**src/rtl/clk_divider_multi_if.sv**
```systemverilog
// Configuration/status bundle for clk_divider_multi.
// sync_in exists only when CLKDIV_SYNC_EN is defined.
interface clk_divider_multi_if #(
  parameter int CHANNELS = 4,
  parameter int WIDTH    = 16,
  parameter int CH_BITS  = 2
);
  logic [CHANNELS-1:0] enable;
  logic                wr_en;
  logic [CH_BITS-1:0]  wr_ch;
  logic [WIDTH-1:0]    wr_period;
  logic [WIDTH-1:0]    wr_high;
  logic                wr_oneshot;
  logic [CHANNELS-1:0] out;
  logic [CHANNELS-1:0] done;
  logic [CHANNELS-1:0] pending;
`ifdef CLKDIV_SYNC_EN
  logic                sync_in;
`endif

  modport master (
`ifdef CLKDIV_SYNC_EN
    output sync_in,
`endif
    output enable, wr_en, wr_ch, wr_period, wr_high, wr_oneshot,
    input  out, done, pending
  );

  modport slave (
`ifdef CLKDIV_SYNC_EN
    input  sync_in,
`endif
    input  enable, wr_en, wr_ch, wr_period, wr_high, wr_oneshot,
    output out, done, pending
  );
endinterface

```
**src/rtl/clk_divider_multi.sv**
```systemverilog
// Multi-channel programmable divider / pulse generator with shadowed config.
// Optional CLKDIV_SYNC_EN adds bus.sync_in to phase-align all running channels.
module clk_divider_multi #(
  parameter int CHANNELS       = 4,
  parameter int WIDTH          = 16,
  parameter int DEFAULT_PERIOD = 10,
  parameter int DEFAULT_HIGH   = 1,
  parameter int CH_BITS        = 2
) (
  input  logic              clk,
  input  logic              rst,
  clk_divider_multi_if.slave bus
);

  typedef enum logic [1:0] {IDLE, RUN, DONE} state_t;

  // cnt + H >= P in WIDTH+1 bits is the same test as cnt >= P-H, without a negative term when H > P
  function automatic logic f_high(input logic [WIDTH-1:0] c,
                                  input logic [WIDTH-1:0] p,
                                  input logic [WIDTH-1:0] h);
    return ({1'b0, c} + {1'b0, h}) >= {1'b0, p};
  endfunction

  logic [CHANNELS-1:0] w_out_v, w_done_v, w_pend_v;
  logic                w_sync;

`ifdef CLKDIV_SYNC_EN
  assign w_sync = bus.sync_in;
`else
  assign w_sync = 1'b0;
`endif

  for (genvar gi = 0; gi < CHANNELS; gi++) begin : g_ch
    state_t           r_state, w_state;
    logic [WIDTH-1:0] r_cnt, w_cnt, r_p, w_p, r_h, w_h, r_sp, w_sp, r_sh, w_sh;
    logic [WIDTH-1:0] w_ep, w_eh;
    logic             r_m, w_m, r_sm, w_sm, w_em;
    logic             r_out, w_out, r_done, w_done, r_pend, w_pend;
    logic             w_wr, w_apply, w_last;

    assign w_wr   = bus.wr_en && (bus.wr_ch == CH_BITS'(gi));
    // Values the channel runs with if the shadow is applied on this edge
    assign w_ep   = r_pend ? r_sp : r_p;
    assign w_eh   = r_pend ? r_sh : r_h;
    assign w_em   = r_pend ? r_sm : r_m;
    assign w_last = ({1'b0, r_cnt} + (WIDTH+1)'(1)) == {1'b0, r_p};

    always_comb begin
      w_state = r_state;
      w_cnt   = r_cnt;
      w_out   = 1'b0;
      w_done  = 1'b0;
      w_apply = 1'b0;
      case (r_state)
        IDLE: begin
          w_apply = 1'b1;
          w_cnt   = '0;
          if (bus.enable[gi] && (w_ep != '0)) begin
            w_state = RUN;
            w_out   = f_high('0, w_ep, w_eh);
          end
        end
        RUN: begin
          if (!bus.enable[gi]) begin
            w_state = IDLE;
            w_cnt   = '0;
            w_apply = 1'b1;
          end else if (w_sync || w_last) begin
            w_apply = 1'b1;
            w_cnt   = '0;
            if (!w_sync && r_m) begin
              w_state = DONE;
              w_done  = 1'b1;
            end else if (w_ep == '0) begin
              w_state = IDLE;
            end else begin
              w_out = f_high('0, w_ep, w_eh);
            end
          end else begin
            w_cnt = r_cnt + WIDTH'(1);
            w_out = f_high(w_cnt, r_p, r_h);
          end
        end
        DONE: begin
          w_cnt = '0;
          if (!bus.enable[gi]) begin
            w_state = IDLE;
            w_apply = 1'b1;
          end
        end
        default: w_state = IDLE;
      endcase

      w_p = w_apply ? w_ep : r_p;
      w_h = w_apply ? w_eh : r_h;
      w_m = w_apply ? w_em : r_m;
      // A write on an apply edge refills the shadow and keeps pending for the next boundary
      w_pend = w_wr ? 1'b1 : (w_apply ? 1'b0 : r_pend);
      w_sp   = w_wr ? bus.wr_period  : r_sp;
      w_sh   = w_wr ? bus.wr_high    : r_sh;
      w_sm   = w_wr ? bus.wr_oneshot : r_sm;
    end

    always_ff @(posedge clk or posedge rst) begin
      if (rst) begin
        r_state <= IDLE;
        r_cnt   <= '0;
        r_out   <= 1'b0;
        r_done  <= 1'b0;
        r_pend  <= 1'b0;
        r_p     <= WIDTH'(DEFAULT_PERIOD);
        r_h     <= WIDTH'(DEFAULT_HIGH);
        r_m     <= 1'b0;
        r_sp    <= WIDTH'(DEFAULT_PERIOD);
        r_sh    <= WIDTH'(DEFAULT_HIGH);
        r_sm    <= 1'b0;
      end else begin
        r_state <= w_state;
        r_cnt   <= w_cnt;
        r_out   <= w_out;
        r_done  <= w_done;
        r_pend  <= w_pend;
        r_p     <= w_p;
        r_h     <= w_h;
        r_m     <= w_m;
        r_sp    <= w_sp;
        r_sh    <= w_sh;
        r_sm    <= w_sm;
      end
    end

    assign w_out_v[gi]  = r_out;
    assign w_done_v[gi] = r_done;
    assign w_pend_v[gi] = r_pend;
  end

  assign bus.out     = w_out_v;
  assign bus.done    = w_done_v;
  assign bus.pending = w_pend_v;

endmodule

```
**src/flat_wrapper.sv**
```systemverilog
// flat-port wrapper written by rule: the top's interface ports become plain ports
module clk_divider_multi_flat 
#(
  parameter int CHANNELS       = 4,
  parameter int WIDTH          = 16,
  parameter int DEFAULT_PERIOD = 10,
  parameter int DEFAULT_HIGH   = 1,
  parameter int CH_BITS        = 2
)
  (clk, rst, bus_enable, bus_wr_en, bus_wr_ch, bus_wr_period, bus_wr_high, bus_wr_oneshot, bus_out, bus_done, bus_pending);
  clk_divider_multi_if #(.CHANNELS(CHANNELS), .WIDTH(WIDTH), .CH_BITS(CH_BITS)) bus_i ();
  input  logic clk;
  input  logic rst;
  input wire logic [$bits(bus_i.enable)-1:0] bus_enable;
  input wire logic [$bits(bus_i.wr_en)-1:0] bus_wr_en;
  input wire logic [$bits(bus_i.wr_ch)-1:0] bus_wr_ch;
  input wire logic [$bits(bus_i.wr_period)-1:0] bus_wr_period;
  input wire logic [$bits(bus_i.wr_high)-1:0] bus_wr_high;
  input wire logic [$bits(bus_i.wr_oneshot)-1:0] bus_wr_oneshot;
  output wire logic [$bits(bus_i.out)-1:0] bus_out;
  output wire logic [$bits(bus_i.done)-1:0] bus_done;
  output wire logic [$bits(bus_i.pending)-1:0] bus_pending;
  assign bus_i.enable = bus_enable;
  assign bus_i.wr_en = bus_wr_en;
  assign bus_i.wr_ch = bus_wr_ch;
  assign bus_i.wr_period = bus_wr_period;
  assign bus_i.wr_high = bus_wr_high;
  assign bus_i.wr_oneshot = bus_wr_oneshot;
  assign bus_out = bus_i.out;
  assign bus_done = bus_i.done;
  assign bus_pending = bus_i.pending;
  clk_divider_multi #(.CHANNELS(CHANNELS), .WIDTH(WIDTH), .DEFAULT_PERIOD(DEFAULT_PERIOD), .DEFAULT_HIGH(DEFAULT_HIGH), .CH_BITS(CH_BITS)) u_core (.clk(clk), .rst(rst), .bus(bus_i));
endmodule
```
**config.mk**
```make
export PLATFORM = sky130hd
export DESIGN_NAME = clk_divider_multi_flat
export DESIGN_NICKNAME = d
export VERILOG_FILES = /design/src/rtl/clk_divider_multi_if.sv /design/src/rtl/clk_divider_multi.sv /design/src/flat_wrapper.sv
export SDC_FILE = /design/constraint.sdc
export NUM_CORES = 1
export LEC_CHECK = 0
export BUFFER_PORTS_ARGS = -buffer_cell sky130_fd_sc_hd__buf_2
export CAP_MARGIN = 5
export CORE_MARGIN = 3
export CORE_UTILIZATION = 49
export CTS_BUF_LIST = sky130_fd_sc_hd__clkbuf_4
export CTS_CLUSTER_SIZE = 20
export DETAILED_ROUTE_END_ITERATION = 16
export GPL_ROUTABILITY_DRIVEN = 0
export MAX_ROUTING_LAYER = met4
export SETUP_SLACK_MARGIN = 0.2
export SYNTH_ARGS = -nofsm -noshare
export SYNTH_HDL_FRONTEND = slang
export SYNTH_SLANG_ARGS = --single-unit
```
**constraint.sdc**
```tcl
create_clock -name clk -period 12.4 [get_ports clk]
set_input_delay 0.62 -clock clk [delete_from_list [all_inputs] [get_ports clk]]
set_output_delay 0.62 -clock clk [all_outputs]
set_load 0.05 [all_outputs]
```
==> Word-level counts from Yosys, hierarchy flattened <==
Index checks and enable logic that the tools add are counted.
W data, S select, Z words.
{ "word_totals": {"reg_bits": 348, "output_inout_bits": 12, "word_cells": 248} }
{ "classes": {"add_sub_neg": 12, "order_cmp": 8, "n_eq_ne": 31, "n_mux": 112, "reduce_logical": 41} }
{ "ops": {"columns": ["op", "n"], "rows": [
  ["$mux W16", 16],
  ["$pmux W16 S2", 4],
  ["$add A16 B1 Y17 const B", 4],
  ["$add A16 B16 Y17", 4],
  ["$eq A17 B16 Y1", 4],
  ["$ge A17 B16 Y1", 4],
  ["$add A16 B1 Y16 const B", 4],
  ["$ge A16 B16 Y1", 4],
  ["$logic_not A16 Y1", 4],
  ["$reduce_bool A16 Y1", 4],
  ["$mux W1", 56],
  ["$mux W2", 24],
  ["$pmux W2 S3", 4],
  ["$ne A4 B2 Y1 const B", 4],
  ["$reduce_and A4 Y1", 4],
  ["$reduce_bool A2 Y1", 8],
  ["$eq A2 B2 Y1 const B", 6],
  ["$ne A3 B2 Y1 const B", 4],
  ["$pmux W1 S3", 4],
  ["$eq A2 B1 Y1 const B", 5],
  ["$logic_not A2 Y1", 5],
  ["$logic_and A1 B1 Y1", 8],
  ["$ne A2 B1 Y1 const B", 4],
  ["$ne A2 B2 Y1 const B", 4],
  ["3 further kinds", 12]
]} }

==> Depth between registers and ports, before layout <==
Gate-level depths: netlist (run 1).
{ "logic_depth": {"ltp_word": 7, "depth_mapped": 21, "depth_no_buf": 20} }

==> Least setup slack after synthesis (run 1) <==
No wires, ideal clock.
{ "synth_path": {"path_kind": "flip-flop to flip-flop", "start": "register u_core.g_ch[2].r_cnt[2]", "end": "register u_core.g_ch[2].r_out", "setup_ps": 95, "arrival_time_ps": 4367, "required_time_ps": 12305, "setup_slack_ps": 7937, "path_stages_with_launch": 20, "n_path_buf": 1, "synth_period_minus_slack_ps": 4463, "cell_sequence": "dfrtp_1 -> nand3_1 -> clkbuf_1 -> xnor2_1 -> ha_1 -> o21a_1 -> a2111oi_0 -> o31ai_1 -> or4b_2 -> a31o_2 -> a21oi_1 -> xnor2_1 -> ha_1 -> nand4_1 -> nor3_1 -> o221a_2 -> a311oi_1 -> o21a_1 -> a211o_1 -> o31ai_1"} }
{ "synth_via": {"elab_chain_cells": 6, "word_cells_on_any_way": 8, "cone_classes": "add/sub: 3; order compare: 1; eq/ne: 1; mux: 3"} }
{ "synth_rtl": {"columns": ["item", "line_no", "rtl"], "rows": [
  ["from (decl)", "clk_divider_multi.sv:35", "logic [WIDTH-1:0] r_cnt, w_cnt, r_p, w_p, r_h, w_h, r_sp, w_sp, r_sh, w_sh;"],
  ["from (signal assigned)", "clk_divider_multi.sv:119", "r_cnt <= w_cnt;"],
  ["$add A16 B1 Y16", "clk_divider_multi.sv:80", "w_cnt = r_cnt + WIDTH'(1);"],
  ["$add A16 B16 Y17", "clk_divider_multi.sv:21", "return ({1'b0, c} + {1'b0, h}) >= {1'b0, p};"],
  ["$ge A17 B16 Y1", "clk_divider_multi.sv:21", null],
  ["$mux W1 *", "clk_divider_multi.sv:68", "end else if (w_sync || w_last) begin"],
  ["$mux W1 *", "clk_divider_multi.sv:64", "if (!bus.enable[gi]) begin"],
  ["$pmux W1 S2 *", "clk_divider_multi.sv:54", "case (r_state)"],
  ["via u_core.g_ch[2].w_out", "clk_divider_multi.sv:38", "logic r_out, w_out, r_done, w_done, r_pend, w_pend;"],
  ["to (signal assigned)", "clk_divider_multi.sv:120", "r_out <= w_out;"],
  ["to (decl)", "clk_divider_multi.sv:38", null]
]} }
Mark *: on every way through the listed nets, which the timed path passes. The rest lies on a longest branch.
A chain may end at the register's enable or synchronous reset.

==> Final worst setup path (run 1) <==
{ "layout_path": {"start": "register u_core.g_ch[2].r_cnt[0]", "end": "register u_core.g_ch[2].r_out"} }
Same word-level chain as after synthesis.

==> flow_metrics.py, run 1 <==
metrics = {
    "outcome": {
        "run_status": "finished, final reports clean",
    },
    "cells_and_area": {
        "final_nets": 2622,
        "drive_gt1_share_pct": 22.3,
        "postLayoutCoreUtil_pct": 54.1,
        "layout-area-overhead-vs-synth_pct": 8.18,
    },
    "routing": {
        "detail_route.vias_per_cell": 5.95,
        "drc": 0,
        "routed_wire_length_per_instance_um": 21.0,
        "first_iter_violations": 1393,
        "ant_nets": 0,
        "routed_wl_mm": 64.2,
        "drt_pre_antenna_iters": 5,
        "vias": 18200,
    },
    "setup_path": {
        "crit_path_start_kind": "flip-flop",
        "crit_required_ns": 13.13,
        "timing.critical_path.cells": "nand3_1 -> xnor2_1 -> ha_1 -> o21a_1 -> a2111oi_0 -> o31ai_1 -> or4b_2 -> a31o_2 -> a21oi_1 -> xnor2_1 -> ha_1 -> nand4_1 -> nor3_1 -> o221a_2 -> a311oi_1 -> o21a_1 -> a211o_1 -> o31ai_1",
        "critPathKind": "flip-flop to flip-flop",
        "critical_path_cell_count": 18,
        "crit_path_max_fanout": 11,
        "r2r_slack_ns": 7.30,
        "timing.critical_path.max_delay_family": "compound AO/OA/AOI/OAI gates",
        "cp.buffers_inverters": 0,
        "worst-endpoint-arrival_ns": 5.82,
        "crit_slowest_cell": "sky130_fd_sc_hd__or4b_2",
        "regToRegStartpoint": "u_core.g_ch[2].r_cnt[0]",
        "timing.rr.end": "u_core.g_ch[2].r_out",
        "endpoint_kind": "flip-flop",
        "cp_slowest_stage_delay_ns": 0.67,
        "worst-r2r-cell-count": 18,
        "crit_start": "u_core.g_ch[2].r_cnt[0]",
    },
    "timing": {
        "finalClockSkew_ns": 0.0495,
        "period_minus_slack_ns": 5.10,
        "slew-limit-headroom_pct": 17.1,
        "setup_tns_ns": 0,
        "maxSlewViolCount": 0,
        "report.final.setup_viol": 0,
        "max_clock_freq_ghz": 0.196,
        "final-hold-violation-count": 0,
        "layout_worst_path_cycle_share_pct": 41.1,
        "timing_worst_slew_pin_value_ns": 1.24,
        "setup_repair_after_global_routing_missed_its_margin": "false",
    },
    "logic_synthesis": {
        "yosysMostFrequentCell": "sky130_fd_sc_hd__dfrtp_1",
        "synth_seq_cells": 348,
        "synth.distinct_cells": 85,
        "synth-edff-count": 0,
        "async_reset_ff_share_pct": 100,
        "ys.warnings.count": 0,
        "netlist_top_cells_area": "sky130_fd_sc_hd__dfrtp_1, sky130_fd_sc_hd__mux2_2, sky130_fd_sc_hd__ha_1",
        "library_cell_occupying_the_most_area_in_the_post_synthesis_netlist": "sky130_fd_sc_hd__dfrtp_1",
        "syn_avg_cell_area_um2": 10.4,
        "synth_top_area_share_pct": 33.7,
        "synth_fp_nets": 2576,
        "synthTopCellsByCount": "sky130_fd_sc_hd__dfrtp_1, sky130_fd_sc_hd__mux2_2, sky130_fd_sc_hd__ha_1",
        "ys_seq_area_share_pct": 36.4,
        "synthFlopType": "sky130_fd_sc_hd__dfrtp_1",
        "post_synth_instance_area_um2": 24000,
        "synthesis.instances": 2317,
    },
    "clock_tree": {
        "post_cts_resized": 0,
        "clkSlewWorstSetupHoldPaths_ns": 0.06,
        "clock-root-buffer": "sky130_fd_sc_hd__clkbuf_4",
        "max-clock-path-buffers": 3,
        "worstSkewPairLatency_ns": 0.84,
        "cts_setup_buffers": 0,
        "tritoncts": "done",
        "cts_hold_buffers": 1,
        "cts-htree-levels": 3,
        "cts_inserted_buffers": 100,
        "clkSinkCount": 348,
    },
    "power": {
        "sw_frac_of_total_pct": 39.8,
        "power_per_cell_area_nw_per_um2": 203,
        "combPwrFrac_pct": 44.3,
        "vdd.ir_drop.worst_mv": 0.107,
        "power.share.sequential_pct": 34.2,
        "internal-power_w": 0.00318,
        "power.clock.fraction_pct": 21.5,
        "p_sw_w": 0.00210,
        "power_leakage_nw": 12.0,
    },
    "global_routing": {
        "grt_antenna_before_repair": 4,
        "global_route.usage.total_pct": 26.1,
        "grt_first_pass_wirelength_mm": 102,
        "grt_start_max_net_pins": 176,
        "grt_pass1_vias": 18300,
        "grt_remaining_overflow": 0,
    },
    "placement": {
        "dp_hpwl_mm": 46.5,
        "io_buffers": 53,
    },
    "floorplan": {
        "row_count": 80,
        "floorplan.die.height_um": 227,
        "core_region_area_um2": 48000,
        "io-pin-count": 54,
        "die_w_um": 227,
        "start_util_pct": 50.0,
        "design.die.area_um2": 51700,
    },
    "worst_hold_path": {
        "hold_path_startpoint": "bus_enable[0]",
        "hold_path_class": "input pin to flip-flop",
        "hold-path-endpoint": "u_core.g_ch[0].r_state[1]",
        "cell_depth_of_the_worst_min_delay_path": 3,
    },
    "flow_run": {
        "drv_cap": 0,
    },
}
-- stage by stage --
| stage | cells | cell area, um^2 | total power (W) | setup slack [ns] | hold WS [ns] |
|---|---|---|---|---|---|
| after CTS | 3059 | 26000 | 0.00532 | 7.31 | 0.00119 |
| after global routing | 3061 | 26000 | 0.00573 | 6.97 | 0.0342 |
| after detailed placement | 2875 | 24600 | 0.00414 | 7.34 | 0.476 |
| after global placement | 2875 | 24600 | 0.00406 | 7.47 | 0.468 |
| after floorplan | 2317 | 24000 | 0.00349 | 2.17 | 0.454 |
| final | 3061 | 26000 | 0.00528 | 7.30 | 0.0763 |
-- registers in the layout, indices dropped and copies added (netlist names) --
signal	count
u_core.g_ch.r_p	64
u_core.g_ch.r_pend	4
u_core.g_ch.r_m	4
u_core.g_ch.r_sp	64
u_core.g_ch.r_out	4
u_core.g_ch.r_h	64
u_core.g_ch.r_sm	4
u_core.g_ch.r_sh	64
u_core.g_ch.r_cnt	64
u_core.g_ch.r_state	8
u_core.g_ch.r_done	4
-- power by group through the flow --
stage                     Clock [W]  Sequential, W  Combinational (W)
after floorplan                   0        0.00166            0.00183
after global placement            0        0.00181            0.00225
after detailed placement          0        0.00182            0.00232
after CTS                   0.00118        0.00180            0.00234
after global routing        0.00124        0.00185            0.00265
final                       0.00114        0.00181            0.00234
-- cells by family (layout without fill, tap and decap cells) --
logic type,after synthesis,after routing,synth area share [%]
compound gates,434,434,12.2
xor+xnor,165,165,6.87
fa+ha+maj,217,217,11.4
buf+inv,226,353,3.97
flops,348,348,36.4
mux,369,369,16.9
other cells,0,2,0
simple gates,558,558,12.2
-- worst register-to-register path: stages (launching register included) --
cell and delay (ns):
sky130_fd_sc_hd__dfrtp_1 0.45, sky130_fd_sc_hd__nand3_1 0.38, sky130_fd_sc_hd__xnor2_1 0.35, sky130_fd_sc_hd__ha_1 0.32, sky130_fd_sc_hd__o21a_1 0.19, sky130_fd_sc_hd__a2111oi_0 0.58, sky130_fd_sc_hd__o31ai_1 0.19, sky130_fd_sc_hd__or4b_2 0.67
sky130_fd_sc_hd__a31o_2 0.25, sky130_fd_sc_hd__a21oi_1 0.17, sky130_fd_sc_hd__xnor2_1 0.09, sky130_fd_sc_hd__ha_1 0.30, sky130_fd_sc_hd__nand4_1 0.08, sky130_fd_sc_hd__nor3_1 0.23, sky130_fd_sc_hd__o221a_2 0.24, sky130_fd_sc_hd__a311oi_1 0.05
sky130_fd_sc_hd__o21a_1 0.13, sky130_fd_sc_hd__a211o_1 0.28, sky130_fd_sc_hd__o31ai_1 0.06
-- layout make-up --
cell class | count | area (um^2)
clock buffer | 156 | 1170
multi-input combinational | 1743 | 14400
tap | 615 | 769
fill | 4396 | 22100
sequential | 348 | 8740
timing repair buffer | 66 | 378
inverter | 104 | 398
antenna | 2 | 5.00
clock inverter | 27 | 166
-- worst max path at each step --
stage          slack, ns                      end
6_report            7.30     u_core.g_ch[2].r_out
5_1_grt             6.97     u_core.g_ch[2].r_out
4_1_cts             7.31     u_core.g_ch[2].r_out
3_5_place_dp        7.34     u_core.g_ch[2].r_out
3_3_place_gp        7.47     u_core.g_ch[2].r_out
2_1_floorplan       2.17  u_core.g_ch[0].r_cnt[0]
-- per-layer routing --
metal,wire [um],global-route usage (%),up-vias,part of all wire [%]
met5,0,-,-,0
li1,-,-,8661,-
met2,29600,40.6,452,46
met4,1570,7.49,0,2.4
met3,2820,4.41,113,4.4
met1,30200,35.4,8975,47
-- cell usage in the layout, fill, tap and decap left out, types with 10 or more instances in the layout --
cell type | Yosys | routed
sky130_fd_sc_hd__dfstp_2 | 24 | 24
sky130_fd_sc_hd__o211ai_1 | 17 | 17
sky130_fd_sc_hd__mux2_4 | 13 | 13
sky130_fd_sc_hd__o21ai_0 | 91 | 91
sky130_fd_sc_hd__a22o_1 | 27 | 27
sky130_fd_sc_hd__a21o_1 | 46 | 46
sky130_fd_sc_hd__mux2_2 | 250 | 250
sky130_fd_sc_hd__dfrtp_1 | 324 | 323
sky130_fd_sc_hd__o31ai_1 | 12 | 12
sky130_fd_sc_hd__xor2_1 | 48 | 48
sky130_fd_sc_hd__clkbuf_4 | 0 | 156
sky130_fd_sc_hd__nor2_1 | 99 | 99
sky130_fd_sc_hd__nand4_1 | 59 | 59
sky130_fd_sc_hd__buf_4 | 15 | 11
sky130_fd_sc_hd__a21oi_1 | 101 | 101
sky130_fd_sc_hd__nor3_1 | 31 | 31
sky130_fd_sc_hd__or3_1 | 10 | 10
sky130_fd_sc_hd__a211oi_1 | 13 | 13
sky130_fd_sc_hd__ha_1 | 213 | 213
sky130_fd_sc_hd__and3_1 | 17 | 17
sky130_fd_sc_hd__nand3_1 | 63 | 63
sky130_fd_sc_hd__clkinv_1 | 0 | 20
sky130_fd_sc_hd__o21a_1 | 11 | 11
sky130_fd_sc_hd__mux2i_1 | 106 | 106
sky130_fd_sc_hd__xnor3_1 | 15 | 15
sky130_fd_sc_hd__nor4_1 | 26 | 26
sky130_fd_sc_hd__inv_1 | 104 | 103
sky130_fd_sc_hd__nor2b_1 | 20 | 20
sky130_fd_sc_hd__xnor2_1 | 102 | 102
sky130_fd_sc_hd__buf_2 | 21 | 53
sky130_fd_sc_hd__nand2b_1 | 30 | 30
sky130_fd_sc_hd__a2111oi_0 | 10 | 10
sky130_fd_sc_hd__nand2_1 | 144 | 144
Note: power is estimated with default switching activity, not from simulation.
==> run 2: changes to the inputs <==
PLACE_DENSITY = 0.67   (was not set)
clock period = 4.2 ns   (was 12.4 ns; I/O delays follow)
==> run 2 against run 1 <==
Against the previous run: non-clock buffer count is 278 higher; clock skew rose by 0.0046 ns; design area grew 12%; highest routed layer unchanged; first-iteration DRC count up 25%; die area did not move; clock-buffer cell count is 1 lower; cell count grew 9.0%; clock power increased to 2.9 times the previous value; sequential share of layout area shrank 3.6 points.
==> flow_metrics.py, run 2 (same netlist as run 1, synthesis figures left out) <==
metrics = {
    "floorplan": {
        "floorplan.die.height_um": 227,
        "start_util_pct": 50.0,
        "io-pin-count": 54,
        "design.die.area_um2": 51700,
        "core_region_area_um2": 48000,
        "row_count": 80,
        "die_w_um": 227,
    },
    "setup_path": {
        "worst-endpoint-arrival_ns": 4.95,
        "crit_path_start_kind": "flip-flop",
        "crit_path_max_fanout": 3,
        "endpoint_kind": "flip-flop",
        "r2r_slack_ns": 0.005,
        "critPathKind": "flip-flop to flip-flop",
        "crit_required_ns": 4.96,
        "crit_slowest_cell": "sky130_fd_sc_hd__or4b_4",
        "cp_slowest_stage_delay_ns": 0.50,
        "cp_common_cell": "sky130_fd_sc_hd__a21oi_2",
        "timing.critical_path.cells": "ha_4 -> buf_4 -> nand2_2 -> nor2_2 -> xor2_1 -> ha_2 -> a21oi_2 -> o31ai_2 -> or4b_4 -> a31o_4 -> a21oi_2 -> xnor2_1 -> ha_1 -> nand4_1 -> nor3_2 -> o221a_2 -> a311oi_1 -> o21a_1 -> a211o_1 -> o31ai_1",
    },
    "cells_and_area": {
        "mostFrequentLayoutCells": "sky130_fd_sc_hd__dfrtp_1, sky130_fd_sc_hd__mux2_2, sky130_fd_sc_hd__buf_4, sky130_fd_sc_hd__ha_1, sky130_fd_sc_hd__clkbuf_4",
        "final_cell_area_um2": 29200,
        "instances_no_fill": 3336,
        "filler_cell_count": 3933,
        "layout-area-overhead-vs-synth_pct": 21.5,
        "final_nets": 2897,
        "most_frequent_standard_cell_in_the_layout_excluding_fill_and_tap_cells": "sky130_fd_sc_hd__dfrtp_1",
        "drive_gt1_share_pct": 33.8,
    },
    "timing": {
        "maxSlewViolCount": 0,
        "timing_worst_slew_pin_value_ns": 1.06,
        "finalClockSkew_ns": 0.0541,
        "layout_worst_path_cycle_share_pct": 99.9,
        "final-hold-violation-count": 0,
        "setup_repair_after_global_routing_missed_its_margin": "true",
        "hold_ws_ns": 0.0836,
        "slew-limit-headroom_pct": 28.9,
        "timing.final.ws_setup_ns": 0.00503,
        "report.final.setup_viol": 0,
        "max_clock_freq_ghz": 0.238,
        "period_minus_slack_ns": 4.19,
    },
    "power": {
        "power_per_cell_area_nw_per_um2": 554,
        "power_leakage_nw": 13.5,
        "vdd.ir_drop.worst_mv": 0.354,
    },
    "routing": {
        "drt_pre_antenna_iters": 8,
        "routed_wire_length_per_instance_um": 20.6,
        "drc": 0,
        "first_iter_violations": 1741,
        "ant_nets": 0,
        "detail_route.vias_per_cell": 5.93,
        "vias": 19800,
        "routed_wl_mm": 68.6,
    },
    "global_routing": {
        "grt_first_pass_wirelength_mm": 107,
        "grt_start_max_net_pins": 126,
        "grt_antenna_before_repair": 3,
        "grt_remaining_overflow": 0,
        "grt_pass1_vias": 20000,
        "global_route.usage.total_pct": 27.1,
    },
    "placement": {
        "place_area_um2": 26000,
        "place_inst": 3042,
        "io_buffers": 53,
        "dp_hpwl_mm": 48.8,
        "place_worst_setup_slack_ns": -0.330,
    },
    "clock_tree": {
        "clkSlewWorstSetupHoldPaths_ns": 0.08,
        "clkSinkCount": 348,
        "worstSkewPairLatency_ns": 0.85,
        "max-clock-path-buffers": 3,
        "tritoncts": "done",
        "cts_inserted_buffers": 97,
        "cts-htree-levels": 3,
        "clock-root-buffer": "sky130_fd_sc_hd__clkbuf_4",
    },
    "worst_hold_path": {
        "hold_path_class": "input pin to flip-flop",
    },
    "flow_run": {
        "drv_cap": 0,
    },
    "outcome": {
        "run_status": "finished, final reports clean",
    },
}
==> run 2: power breakdown <==
part	leakage (nW)	total, W	internal (W)	switching (W)
Sequential	4.24	0.00535	0.00430	0.00105
Clock	0.769	0.00326	0.00173	0.00153
Combinational	8.49	0.00755	0.00363	0.00392
Total	13.5	0.0162	0.00966	0.00650
==> run 2: final cells by class <==
type | count | area, um^2 | share of cell area, %
diodes | 4 | 10.0 | 0.0343
repair buffers | 344 | 2760 | 9.44
well taps | 615 | 769 | 2.64
multi-input cells | 1743 | 15200 | 52.1
inverters | 104 | 394 | 1.35
clock inverters | 23 | 131 | 0.450
clock buffers | 155 | 1160 | 3.99
flip-flops and latches | 348 | 8750 | 30.0
==> run 2: path summary, 6_finish.rpt <==
path                                          from                 endpoint  cells past startpoint
setup / recovery           u_core.g_ch[2].r_cnt[1]     u_core.g_ch[2].r_out                     20
hold / removal                        bus_wr_ch[0]    u_core.g_ch[1].r_pend                      4
setup reg to reg           u_core.g_ch[2].r_cnt[1]     u_core.g_ch[2].r_out                     20
hold reg to reg              u_core.g_ch[0].r_h[0]    u_core.g_ch[0].r_h[0]                      2
max in group asynchronous                      rst    u_core.g_ch[1].r_h[3]                      4
min in group asynchronous                      rst  u_core.g_ch[2].r_cnt[4]                      3
==> run 2: critical path, delay by kind of cell (launching register included) <==
kind                     cells  cell delay (ns)
AO/OA/AOI/OAI                9             1.37
XOR/XNOR                     2             0.37
adder cells (fa/ha/maj)      3             0.83
buffers and inverters        1             0.12
flip-flops                   1             0.43
AND/OR/NAND/NOR              5             0.97
==> run 2: layer usage <==
metal  track usage [%]  vias to the layer above  routed length, um
met5                 -                        -                  0
met4              8.58                        0               2110
met3              3.87                      147               3430
met2              43.8                      592              32700
met1              35.3                     9833              30400
li1                  -                     9219                  -
==> run 2: timing repair <==
action                                 in CTS  in global routing
endpoints found under the hold margin     213                  0
resized for setup                          85                 96
setup endpoints to repair                   4                 39
setup buffers                              32                 37
hold buffers                               40                  0
cloned                                      0                  3
pin swaps                                  39                 71
==> run 2: stage by stage <==
step                setup TNS (ns)  util [%]  power (W)
finish                           0      60.8     0.0162
CTS                              0      58.9     0.0159
global placement            -0.261      54.1     0.0121
global route                -0.300      60.8     0.0174
floorplan                  -210.30         -     0.0103
detailed placement          -0.408      54.1     0.0124
